$ cat config.mk
export PLATFORM = sky130hd
export DESIGN_NAME = atom_mem_arbiter
export DESIGN_NICKNAME = d
export VERILOG_FILES = /design/src/rtl/atom_mem_pkg.sv /design/src/rtl/atom_dl_fifo.sv /design/src/rtl/atom_mem_arbiter.sv
export SDC_FILE = /design/constraint.sdc
export NUM_CORES = 1
export LEC_CHECK = 0
export ABC_AREA = 1
export ABC_CLOCK_PERIOD_IN_PS = 6050
export BUFFER_PORTS_ARGS = -buffer_cell sky130_fd_sc_hd__buf_2
export CAP_MARGIN = 40
export CORE_ASPECT_RATIO = 0.6
export CORE_UTILIZATION = 57
export DETAILED_ROUTE_END_ITERATION = 10
export GPL_TIMING_DRIVEN = 0
export PLACE_DENSITY = 0.87
export RECOVER_POWER = 25
export SLEW_MARGIN = 20
export SYNTH_ARGS = -nofsm -noshare
export SYNTH_HDL_FRONTEND = slang
export SYNTH_SLANG_ARGS = --single-unit
$ cat constraint.sdc
create_clock -name clk_sys -period 6.05 [get_ports clk_sys]
set_input_delay 0.9075 -clock clk_sys [delete_from_list [all_inputs] [get_ports clk_sys]]
set_output_delay 0.9075 -clock clk_sys [all_outputs]
set_load 0.02 [all_outputs]
$ cat src/rtl/atom_mem_pkg.sv
// Shared types and constants for the Atom spram arbiter: download FSM states,
// slot-7 placement and the ROM page write-protect map.
package atom_mem_pkg;

    typedef enum logic [1:0] {
        ST_IDLE,
        ST_LOAD,
        ST_FLUSH,
        ST_DONE
    } dl_state_t;

    localparam logic [17:0] SLOT7_BASE = 18'h17000;
    localparam int          SLOT7_SIZE = 4096;
    localparam int          OFF_W      = 12;

    typedef struct packed {
        logic [OFF_W-1:0] offset;
        logic [7:0]       data;
    } dl_entry_t;

    // 4 KB page index (addr[17:12]) -> page holds ROM image
    function automatic logic rom_page(input logic [5:0] page);
        return page inside {[6'h0C:6'h16], [6'h18:6'h1F], 6'h26, 6'h27, 6'h2A, [6'h2C:6'h2F]};
    endfunction

endpackage

$ cat src/rtl/atom_dl_fifo.sv
// Small synchronous FIFO for download bytes; head is visible combinationally
// (first-word-fall-through) so a pop can drive the spram in the same cycle.
module atom_dl_fifo
    import atom_mem_pkg::*;
#(
    parameter int DEPTH = 4
) (
    input  logic      clk_sys,
    input  logic      reset,
    input  logic      push,
    input  logic      pop,
    input  dl_entry_t wdata,
    output dl_entry_t head,
    output logic      full,
    output logic      empty
);

    localparam int          AW  = $clog2(DEPTH);
    localparam logic [AW:0] ONE = (AW+1)'(1);

    dl_entry_t   mem [DEPTH];
    logic [AW:0] wr_ptr;
    logic [AW:0] rd_ptr;

    // Extra MSB on each pointer separates full from empty when the indices match
    always_ff @(posedge clk_sys) begin
        if (reset) begin
            wr_ptr <= '0;
            rd_ptr <= '0;
        end else begin
            if (push) wr_ptr <= wr_ptr + ONE;
            if (pop)  rd_ptr <= rd_ptr + ONE;
        end
    end

    always_ff @(posedge clk_sys) begin
        if (push) mem[wr_ptr[AW-1:0]] <= wdata;
    end

    assign head  = mem[rd_ptr[AW-1:0]];
    assign empty = (wr_ptr == rd_ptr);
    assign full  = (wr_ptr[AW] != rd_ptr[AW]) && (wr_ptr[AW-1:0] == rd_ptr[AW-1:0]);

endmodule

$ cat src/rtl/atom_mem_arbiter.sv
// Shares the single spram port between the Atom core (always wins, no added
// latency) and buffered HPS download writes into utility slot 7.
module atom_mem_arbiter
    import atom_mem_pkg::*;
#(
    parameter int          FIFO_DEPTH = 4,
    parameter logic [17:0] SLOT_BASE  = SLOT7_BASE,
    parameter int          SLOT_SIZE  = SLOT7_SIZE
) (
    input  logic        clk_sys,
    input  logic        reset,
    input  logic        cpu_ce,
    input  logic        cpu_we,
    input  logic [17:0] cpu_addr,
    input  logic [7:0]  cpu_wdata,
    output logic [7:0]  cpu_rdata,
    input  logic        wp_en,
    input  logic        dl_active,
    input  logic        dl_wr,
    input  logic [24:0] dl_addr,
    input  logic [7:0]  dl_data,
    output logic [17:0] mem_addr,
    output logic [7:0]  mem_din,
    output logic        mem_we,
    input  logic [7:0]  mem_q,
    output logic        dl_busy,
    output logic        dl_done,
    output logic        dl_overflow,
    output logic        dl_oor,
    output logic [12:0] dl_count
);

    localparam logic [12:0] CNT_MAX = 13'(SLOT_SIZE);

    dl_state_t state, state_nxt;
    logic      dl_active_q;
    logic      dl_rise, dl_fall;
    logic      in_range, push, pop, clr;
    logic      fifo_full, fifo_empty;
    dl_entry_t fifo_wdata, fifo_head;

    assign dl_rise  = dl_active & ~dl_active_q;
    assign dl_fall  = ~dl_active & dl_active_q;
    assign in_range = dl_addr < 25'(SLOT_SIZE);

    // Download only uses cycles the core leaves free; nothing issued during reset
    assign pop  = ~reset & ~cpu_ce & ~fifo_empty & ((state == ST_LOAD) | (state == ST_FLUSH));
    assign push = dl_wr & (state == ST_LOAD) & in_range & (~fifo_full | pop);

    assign fifo_wdata = '{offset: dl_addr[OFF_W-1:0], data: dl_data};

    atom_dl_fifo #(
        .DEPTH (FIFO_DEPTH)
    ) u_fifo (
        .clk_sys (clk_sys),
        .reset   (reset),
        .push    (push),
        .pop     (pop),
        .wdata   (fifo_wdata),
        .head    (fifo_head),
        .full    (fifo_full),
        .empty   (fifo_empty)
    );

    always_comb begin
        state_nxt = state;
        clr       = 1'b0;
        case (state)
            ST_IDLE: begin
                if (dl_rise) begin
                    state_nxt = ST_LOAD;
                    clr       = 1'b1;
                end
            end
            ST_LOAD: begin
                if (dl_fall) state_nxt = ST_FLUSH;
            end
            ST_FLUSH: begin
                // A new download restarts status but keeps bytes still queued
                if (dl_rise) begin
                    state_nxt = ST_LOAD;
                    clr       = 1'b1;
                end else if (fifo_empty) begin
                    state_nxt = ST_DONE;
                end
            end
            ST_DONE:  state_nxt = ST_IDLE;
            default:  state_nxt = ST_IDLE;
        endcase
    end

    always_ff @(posedge clk_sys) begin
        if (reset) begin
            state       <= ST_IDLE;
            dl_active_q <= 1'b0;
            dl_overflow <= 1'b0;
            dl_oor      <= 1'b0;
            dl_count    <= '0;
        end else begin
            state       <= state_nxt;
            dl_active_q <= dl_active;
            if (clr) begin
                dl_overflow <= 1'b0;
                dl_oor      <= 1'b0;
                dl_count    <= '0;
            end else begin
                if (dl_wr && state == ST_LOAD) begin
                    if (!in_range)              dl_oor      <= 1'b1;
                    else if (fifo_full && !pop) dl_overflow <= 1'b1;
                end
                if (pop && dl_count != CNT_MAX) dl_count <= dl_count + 13'd1;
            end
        end
    end

    always_comb begin
        mem_addr = cpu_addr;
        mem_din  = cpu_wdata;
        mem_we   = 1'b0;
        if (cpu_ce) begin
            mem_we = cpu_we & ~(wp_en & rom_page(cpu_addr[17:12]));
        end else if (pop) begin
            mem_addr = SLOT_BASE + 18'(fifo_head.offset);
            mem_din  = fifo_head.data;
            mem_we   = 1'b1;
        end
    end

    assign cpu_rdata = mem_q;
    assign dl_busy   = (state == ST_LOAD) | (state == ST_FLUSH);
    assign dl_done   = (state == ST_DONE);

endmodule
* Yosys cells after proc, flatten, opt, wreduce, memory -nomap -nowiden
Memories as Yosys holds them, arrays and structs flattened. A register that Yosys moved wholly into a read port is not among the register bits.
Cells that the tools add are included.
** Cells by class
- Add/sub/neg operators :: 4
- $lt $le $gt $ge :: 7
- Eq/ne operators :: 13
- Muxes and demuxes :: 17
- Bitwise gates (word level) :: 20
- Reduce and logical (&&, ||, !) cells :: 15
** Operators with widths (number)
- 18-bit 2-to-1 mux :: 2
- 25-bit by 13-bit < comparator with 1-bit output, second input constant :: 1
- 17-bit by 12-bit adder with 18-bit output, first input constant :: 1
- 6-bit equality test, second input constant :: 3
- 8-bit 2-to-1 mux :: 2
- 13-bit by 1-bit adder with 13-bit output, second input constant :: 1
- 13-bit != test, second input constant :: 1
- 6-bit by 5-bit less-or-equal comparator with 1-bit output, second input constant :: 2
- 2-bit 2-to-1 mux :: 6
- 1-bit AND :: 10
- 1-bit inverter :: 8
- 2-bit one-hot mux with 4 select lines :: 1
- 1-bit logical AND :: 7
- 3-bit by 1-bit adder with 3-bit output, second input constant :: 2
- 6-bit by 4-bit >= comparator with 1-bit output, second input constant :: 1
- 6-bit by 5-bit >= comparator with 1-bit output, second input constant :: 1
- 6-bit >= comparator, second input constant :: 1
- 6-bit less-or-equal comparator, second input constant :: 1
- 1-bit 2-to-1 mux :: 6
- 3-bit AND reduction :: 2
- 6-bit nonzero test :: 1
- 2-bit equality test, second input constant :: 2
- 2-bit != test, second input constant :: 2
- 2-bit OR reduction :: 2
- 9 further kinds :: 10
** Storage, ports and cells
- Register bits after elaboration :: 24
- RAM bits :: 80
- Input bits :: 74
- Output and inout port bits :: 52
- Word-level logic and storage cells :: 84
- Memories :: 1
** Memories
- u_fifo.mem :: words 4, bits a word 20, rd ports 1, clocked after Yosys merged registers in 1, wr ports 1, RTL line atom_dl_fifo.sv:21 : dl_entry_t mem [DEPTH];

* Depth between registers and ports, before layout
Gate-level depths: netlist (run 1).
- Depth in word-level cells :: 8
- Gate-level depth with buffers :: 10
- Mapped depth without buffers :: 9

* Hierarchy
A second synthesis (run 1) with hierarchy kept.
** Second synthesis, totals
- Cells, all modules :: 578
- Area, all modules :: 5292.6 sq um
** Modules (own cells, without submodules)
- atom_dl_fifo :: times used 1, cells each 287, area each 3616.0 sq um, seq. area each 2562.5 sq um
- atom_mem_arbiter :: times used 1, cells each 291, area each 1676.6 sq um, seq. area each 360.3 sq um

* Least setup slack after synthesis (run 1)
Ideal clock, no wire load.
- Path type :: input to register
- Start :: in dl_addr[24]
- End :: mem u_fifo.mem[0][0] in the netlist's numbering (enable)
- Arrival :: 2.470 ns
- Data required time :: 5.653 ns
- Setup slack :: 3.183 ns
- Stages on the path :: 6
- Buffers on the path :: 0
- Cells stage by stage :: or2_1 nor2_1 nand3_1 nor2_2 inv_1 nor2_1
** On the way
- Cells in the longest elaborated chain, start to end :: 5
** Ends and longest elaborated chain
- start, declared :: RTL line atom_mem_arbiter.sv:20 : input logic [24:0] dl_addr,
- 25-bit by 13-bit < comparator with 1-bit output :: RTL line atom_mem_arbiter.sv:44 : assign in_range = dl_addr < 25'(SLOT_SIZE);
- 1-bit AND (2 in series) :: RTL line atom_mem_arbiter.sv:48 : assign push = dl_wr & (state == ST_LOAD) & in_range & (~fifo_full | pop);
- 1-bit 2-to-1 mux :: RTL line atom_dl_fifo.sv:37 : if (push) mem[wr_ptr[AW-1:0]] <= wdata;
- 1-bit 2-to-1 mux (not written as such) :: RTL line atom_dl_fifo.sv:37
- end, declared :: RTL line atom_dl_fifo.sv:21
Every way passes these cells.

* Worst setup path after layout (run 1)
- Start :: in reset
- End :: out mem_addr[10]
** On the way
- Cells in the longest elaborated chain, start to end :: 6
** Ends and longest elaborated chain
- start, declared :: RTL line atom_mem_arbiter.sv:11 : input logic reset,
- 1-bit inverter :: RTL line atom_mem_arbiter.sv:47 : assign pop = ~reset & ~cpu_ce & ~fifo_empty & ((state == ST_LOAD) | (state == ST_FLUSH));
- 1-bit AND (3 in series) :: RTL line atom_mem_arbiter.sv:47
- 18-bit 2-to-1 mux :: RTL line atom_mem_arbiter.sv:122 : end else if (pop) begin
- 18-bit 2-to-1 mux :: RTL line atom_mem_arbiter.sv:120 : if (cpu_ce) begin
- end, declared :: RTL line atom_mem_arbiter.sv:22 : output logic [17:0] mem_addr,
Every way passes these cells.

==> results.yml, run 1 <==
setup_path:
  crit_top_cell: "nand2_1"
  critical_path_buf_inv_count: 5
  cp_top_family: "buffers and inverters"
  critPathMaxFanout: 10
  cp-start-kind: "input port"
  critPathLaunch: "reset"
  r2r-start: "state[0]"
  setup.worst_path.end_class: "output port"
  crit_arrival_ns: 2.29
  cp.required_ns: 5.14
  worstSetupPathType: "input port to output port"
  slowest_delay_ns: 0.20
  path_cells: "clkbuf_1, nor2_1, nand2_1, inv_1, nand2_4, inv_2, buf_6, nand2_1, nand2_1, buf_2"
  slowest_stage: "inv_2"
job:
  max_cap_violations: 0
clock_tree:
  cts_max_level: 3
  insertion_delay_ns: 0.34
  postCtsSetupBuffers: 0
  ctsLongestPathBuffers: 2
  root_buffer: "clkbuf_16"
  clock-sinks: 106
  cts.repair.resized: 0
  path_clk_slew_ns: 0.06
  tritoncts: "yes"
  ctsHoldBuffers: 0
  cts_buffers: 9
global_route:
  grt_overflow: 0
  grt_antenna_before_repair: 0
  grt_max_degree: 17
  grt_pass1_wl_mm: 18.0
  grt_pass1_vias: 3764
  grt_usage: 0.266
layout:
  final_common_cell: "nand2_1"
  area_growth_pct: 21.0
  final_cell_mix: "nand2_1, buf_2, nor2_1"
  nets: 760
  diodes: 0
  layout-drive-gt1-share: 0.243
  fin_cells: 792
floorplanning:
  dieArea_um2: 9260
  pin_count: 126
  die_h_um: 74.9
  core_area_um2: 8560
  die_x_um: 124
  rows: 26
  initial_core_util: 0.591
routing:
  drt-vias-per-instance: 5.42
  post_drt_wl_per_cell_um: 15.1
  vias: 4292
  drc: 0
  ant_nets: 0
  drt-total-wl_mm: 12.0
  first_pass_iters: 6
  initialDrtViolationCount: 371
sta:
  slew_headroom: 0.595
  slew_violations: 0
  max_slew.worst_pin.slew_ns: 0.607
  setup-tns-final_ns: 0
  clock.fmax_ghz: 0.312
  rsz0062_at_grt: "no"
  finalCriticalPeriod_ns: 3.20
  finalCritPeriodShare: 0.529
  finalClockSkew_ns: 0.00958
  hold_viol_final: 0
  finalSetupViolations: 0
pwr:
  power_density_nw_per_um2: 249
  p_leak_nw: 2.54
  irDropWorstVdd_v: 0.000183
synth:
  synth_cells: 543
  yosys_most_used_dff: "edfxtp_1"
  synth-edff-count: 80
  synthArstFlopShare: 0
  synth.cell_area_um2: 5050
  syn_nets: 628
  ys_warn_count: 0
  yosysSeqAreaShare: 0.578
  synth_top_cell_by_area: "edfxtp_1"
  synth_area_per_cell_um2: 9.31
  synth_area_leaders: "edfxtp_1, nand2_1, dfxtp_1"
  synth_cell_types: 27
  ys_seq_elements: 106
  yosysTopAreaCellShare: 0.475
min_path:
  hold_path_class: "register to register"
  hold_start: "dl_oor"
place:
  dp_hpwl_mm: 8.50
  gp_congestion: 0.921
  placed_cells: 776
  port_buffers: 117
run_status:
  status: "completed"
registers in the layout, indices dropped and copies added, names as in the netlist, named ones only:
name / flops
u_fifo.mem: 80
state: 2
u_fifo.wr_ptr: 3
dl_overflow: 1
u_fifo.rd_ptr: 3
dl_count: 13
dl_active_q: 1
dl_oor: 1
where the power goes:
group	internal (W)	leakage [nW]	switching, W
logic	0.0000599	1.48	0.000104
clock network	0.000319	0.133	0.000242
registers	0.000788	0.929	0.00000743
total	0.00117	2.54	0.000354
through the flow:
stage	cell area, um2	power [W]	setup WS (ns)	hold slack, ns	util
2_1_floorplan	5050	0.000910	3.18	0.493	-
3_3_place_gp	5780	0.000965	2.41	0.451	0.675
3_5_place_dp	5850	0.000976	2.93	0.459	0.684
4_1_cts	6140	0.00153	2.90	0.472	0.717
5_1_grt	6120	0.00158	2.73	0.514	0.715
6_report	6120	0.00152	2.85	0.465	0.715
final timing paths:
| path | slack [ns] | depth (start not counted) | endpoint |
|---|---|---|---|
| max | 2.85 | 10 | mem_addr[10] |
| min | 0.46 | 2 | dl_oor |
| max reg2reg | 3.58 | 9 | u_fifo.mem[1][18] |
| min reg2reg | 0.46 | 2 | dl_oor |
Yosys cell counts (8+ instances only):
cell type    n
dfxtp_1     26
edfxtp_1    80
o32ai_1     20
clkbuf_1    12
inv_1       37
nand2_2      8
nand2_1    139
o21ai_0     29
a21oi_1     10
nand3_1     13
a21oi_2      8
buf_4        9
nor2_1     107
ha_1        11
area by class of cell:
type                       instances  area, um2
sequential                       106       2920
buffer                            28        166
tap                              112        140
timing repair buffer             121        626
clock buffer                      11        233
inverter                          41        154
multi-input combinational        368       1820
fill                             631       2440
clock inverter                     5       55.1
worst min-delay path: cells and delay by family, from the launching register on:
kind	cells	cell delay, ns
AOI/OAI and AO/OA	1	0.04
DFF	1	0.32
and+or+nand+nor	1	0.07
layer usage:
layer  up-vias  global-route usage  wire [um]
li1       2065                   -          -
met1      1988               0.364       5100
met2       222               0.421       5670
met3        17              0.0636       1050
met4         0              0.0964        175
met5         -                   0          0
kinds of logic (layout without fill, tap and decap cells):
logic type	Yosys count	after routing	share of synthesized area
AND/OR/NAND/NOR	280	280	0.227
flip-flops	106	106	0.578
buffers and inverters	69	206	0.0634
AO/OA/AOI/OAI	68	68	0.0886
adder cells (fa/ha/maj)	11	11	0.0272
XOR/XNOR	9	9	0.0156
Note: power is estimated with default switching activity, not from simulation.
==> run 2: changes to the inputs <==
--- a/config.mk
+++ b/config.mk
@@ -6,14 +6,14 @@
 export NUM_CORES = 1
 export LEC_CHECK = 0
 export ABC_AREA = 1
-export ABC_CLOCK_PERIOD_IN_PS = 6050
+export ABC_CLOCK_PERIOD_IN_PS = 3100
 export BUFFER_PORTS_ARGS = -buffer_cell sky130_fd_sc_hd__buf_2
 export CAP_MARGIN = 40
 export CORE_ASPECT_RATIO = 0.6
-export CORE_UTILIZATION = 57
+export CORE_UTILIZATION = 53
 export DETAILED_ROUTE_END_ITERATION = 10
 export GPL_TIMING_DRIVEN = 0
-export PLACE_DENSITY = 0.87
+export PLACE_DENSITY = 0.82
 export RECOVER_POWER = 25
 export SLEW_MARGIN = 20
 export SYNTH_ARGS = -nofsm -noshare
==> constraint.sdc (replaced) <==
create_clock -name clk_sys -period 3.1 [get_ports clk_sys]
set_input_delay 0.465 -clock clk_sys [delete_from_list [all_inputs] [get_ports clk_sys]]
set_output_delay 0.465 -clock clk_sys [all_outputs]
set_load 0.02 [all_outputs]
==> run 2 against run 1 <==
  * Clock power is 120% higher
  * Critical path depth stayed put
  * Utilization is 4.7 points lower
  * First-iteration DRC count is 23% lower
  * Setup slack worse by 2.5 ns
  * Clock skew is 0.00091 ns lower
  * Power is 100% higher
  * Sequential cell count stayed put
  * Register-to-register slack worse by 2.9 ns
  * Global-route usage is 1.1 points lower
  * Highest routed layer unchanged
==> results.yml, run 2 (synthesis gave the netlist of run 1 again) <==
run_status:
  status: "completed"
routing:
  post_drt_wl_per_cell_um: 15.0
  ant_nets: 0
  vias: 4181
  drt-vias-per-instance: 5.17
  drt-total-wl_mm: 12.1
  first_pass_iters: 5
  drc: 0
  initialDrtViolationCount: 285
sta:
  rsz0062_at_grt: "no"
  fin_ws_ns: 0.358
  hold_viol_final: 0
  finalSetupViolations: 0
  finalCritPeriodShare: 0.885
  slew_violations: 0
  finalCriticalPeriod_ns: 2.74
  finalClockSkew_ns: 0.00867
  setup-tns-final_ns: 0
  max_slew.worst_pin.slew_ns: 0.687
  slew_headroom: 0.541
  clock.fmax_ghz: 0.365
setup_path:
  cp_top_family: "buffers and inverters"
  setup.worst_path.end_class: "output port"
  worstSetupPathType: "register to output port"
  crit_top_cell: "nand2_1"
  cp-start-kind: "register"
  r2r-start: "state[0]"
  path_cells: "inv_1, ha_1, nand2_1, inv_1, nand2_4, inv_2, buf_6, nand2_1, nand2_1, buf_2"
  r2r_end: "u_fifo.mem[1][13]"
  ff2ff_setup_slack_ns: 0.65
  slowest_delay_ns: 0.42
  slowest_stage: "dfxtp_1"
  r2r_cells: 9
  critical_path_buf_inv_count: 5
  critPathMaxFanout: 10
  crit_arrival_ns: 2.28
  cp.required_ns: 2.63
floorplanning:
  die_x_um: 128
  rows: 27
  dieArea_um2: 9940
  die_h_um: 77.6
  pin_count: 126
  core_area_um2: 9220
  initial_core_util: 0.548
clock_tree:
  cts_max_level: 3
  path_clk_slew_ns: 0.06
  cts.repair.resized: 0
  clock-sinks: 106
  insertion_delay_ns: 0.35
  cts_buffers: 9
  ctsHoldBuffers: 0
  ctsLongestPathBuffers: 2
  postCtsSetupBuffers: 0
  tritoncts: "yes"
  root_buffer: "clkbuf_16"
place:
  dp_hpwl_mm: 8.53
  gp_congestion: 0.893
  dpl_cell_area_um2: 5860
  port_buffers: 117
  preCtsSetupSlack_ns: 0.625
layout:
  final_common_cell: "nand2_1"
  area_growth_pct: 22.0
  diodes: 0
  layout-drive-gt1-share: 0.243
  nets: 759
  final_cell_area_um2: 6160
  largest_register_ffs: 80
  final_cell_mix: "nand2_1, nor2_1, buf_2"
job:
  max_cap_violations: 0
global_route:
  grt_usage: 0.255
  grt_overflow: 0
  grt_max_degree: 21
  grt_pass1_wl_mm: 19.1
  grt_pass1_vias: 4047
  grt_antenna_before_repair: 0
min_path:
  hold_start: "dl_data[0]"
  holdPathEnd: "u_fifo.mem[2][0]"
  min_path_cells: 1
  hold_path_class: "input port to register"
pwr:
  power.total_w: 0.00310
  p_leak_nw: 2.55
  power_density_nw_per_um2: 503
  irDropWorstVdd_v: 0.000365
## run 2: cell types whose count changed in the layout (fill, tap and decap cells not counted), sizes merged
cell      previous run  this run
clkinv               2         1
inv                 41        44
bufinv               1         2
buf                121       118
clkinvlp             2         1
## run 2: worst max-delay path by stage
stage,startpoint,end,slack (ns),cells past startpoint
floorplan,state[0],u_fifo.mem[0][0],0.52,8
finish,state[0],mem_addr[2],0.36,10
CTS,state[0],mem_din[1],0.35,10
detailed placement,dl_addr[24],u_fifo.mem[0][19],0.63,8
global route,state[0],mem_din[5],0.20,10
global placement,dl_addr[24],u_fifo.mem[3][15],-0.16,7
## run 2: final cells by class
type                            count  area [um2]
Clock inverter                      7        98.8
Sequential cell                   106        2920
Inverter                           41         154
Timing Repair Buffer              120         608
Buffer                             28         166
Tap cell                          130         163
Multi-Input combinational cell    368        1830
Fill cell                         741        3060
Clock buffer                        9         225
## run 2: layer usage
metal | GRT usage | share of wire
met2 | 0.418 | 0.47
met3 | 0.0621 | 0.076
met4 | 0.0800 | 0.0069
met5 | 0 | 0
met1 | 0.337 | 0.45
## run 2: where the power goes
group	leakage (nW)	switching (W)	internal, W
logic	1.46	0.000204	0.000117
clock network	0.157	0.000512	0.000715
registers	0.929	0.0000151	0.00154
## run 2: stage by stage
| stage | utilization | hold slack [ns] | instances |
|---|---|---|---|
| after detailed placement | 0.636 | 0.456 | 793 |
| final | 0.668 | 0.346 | 809 |
| after CTS | 0.671 | 0.312 | 809 |
| after floorplan | - | 0.493 | 543 |
| after global routing | 0.668 | 0.340 | 809 |
| after global placement | 0.629 | 0.458 | 790 |
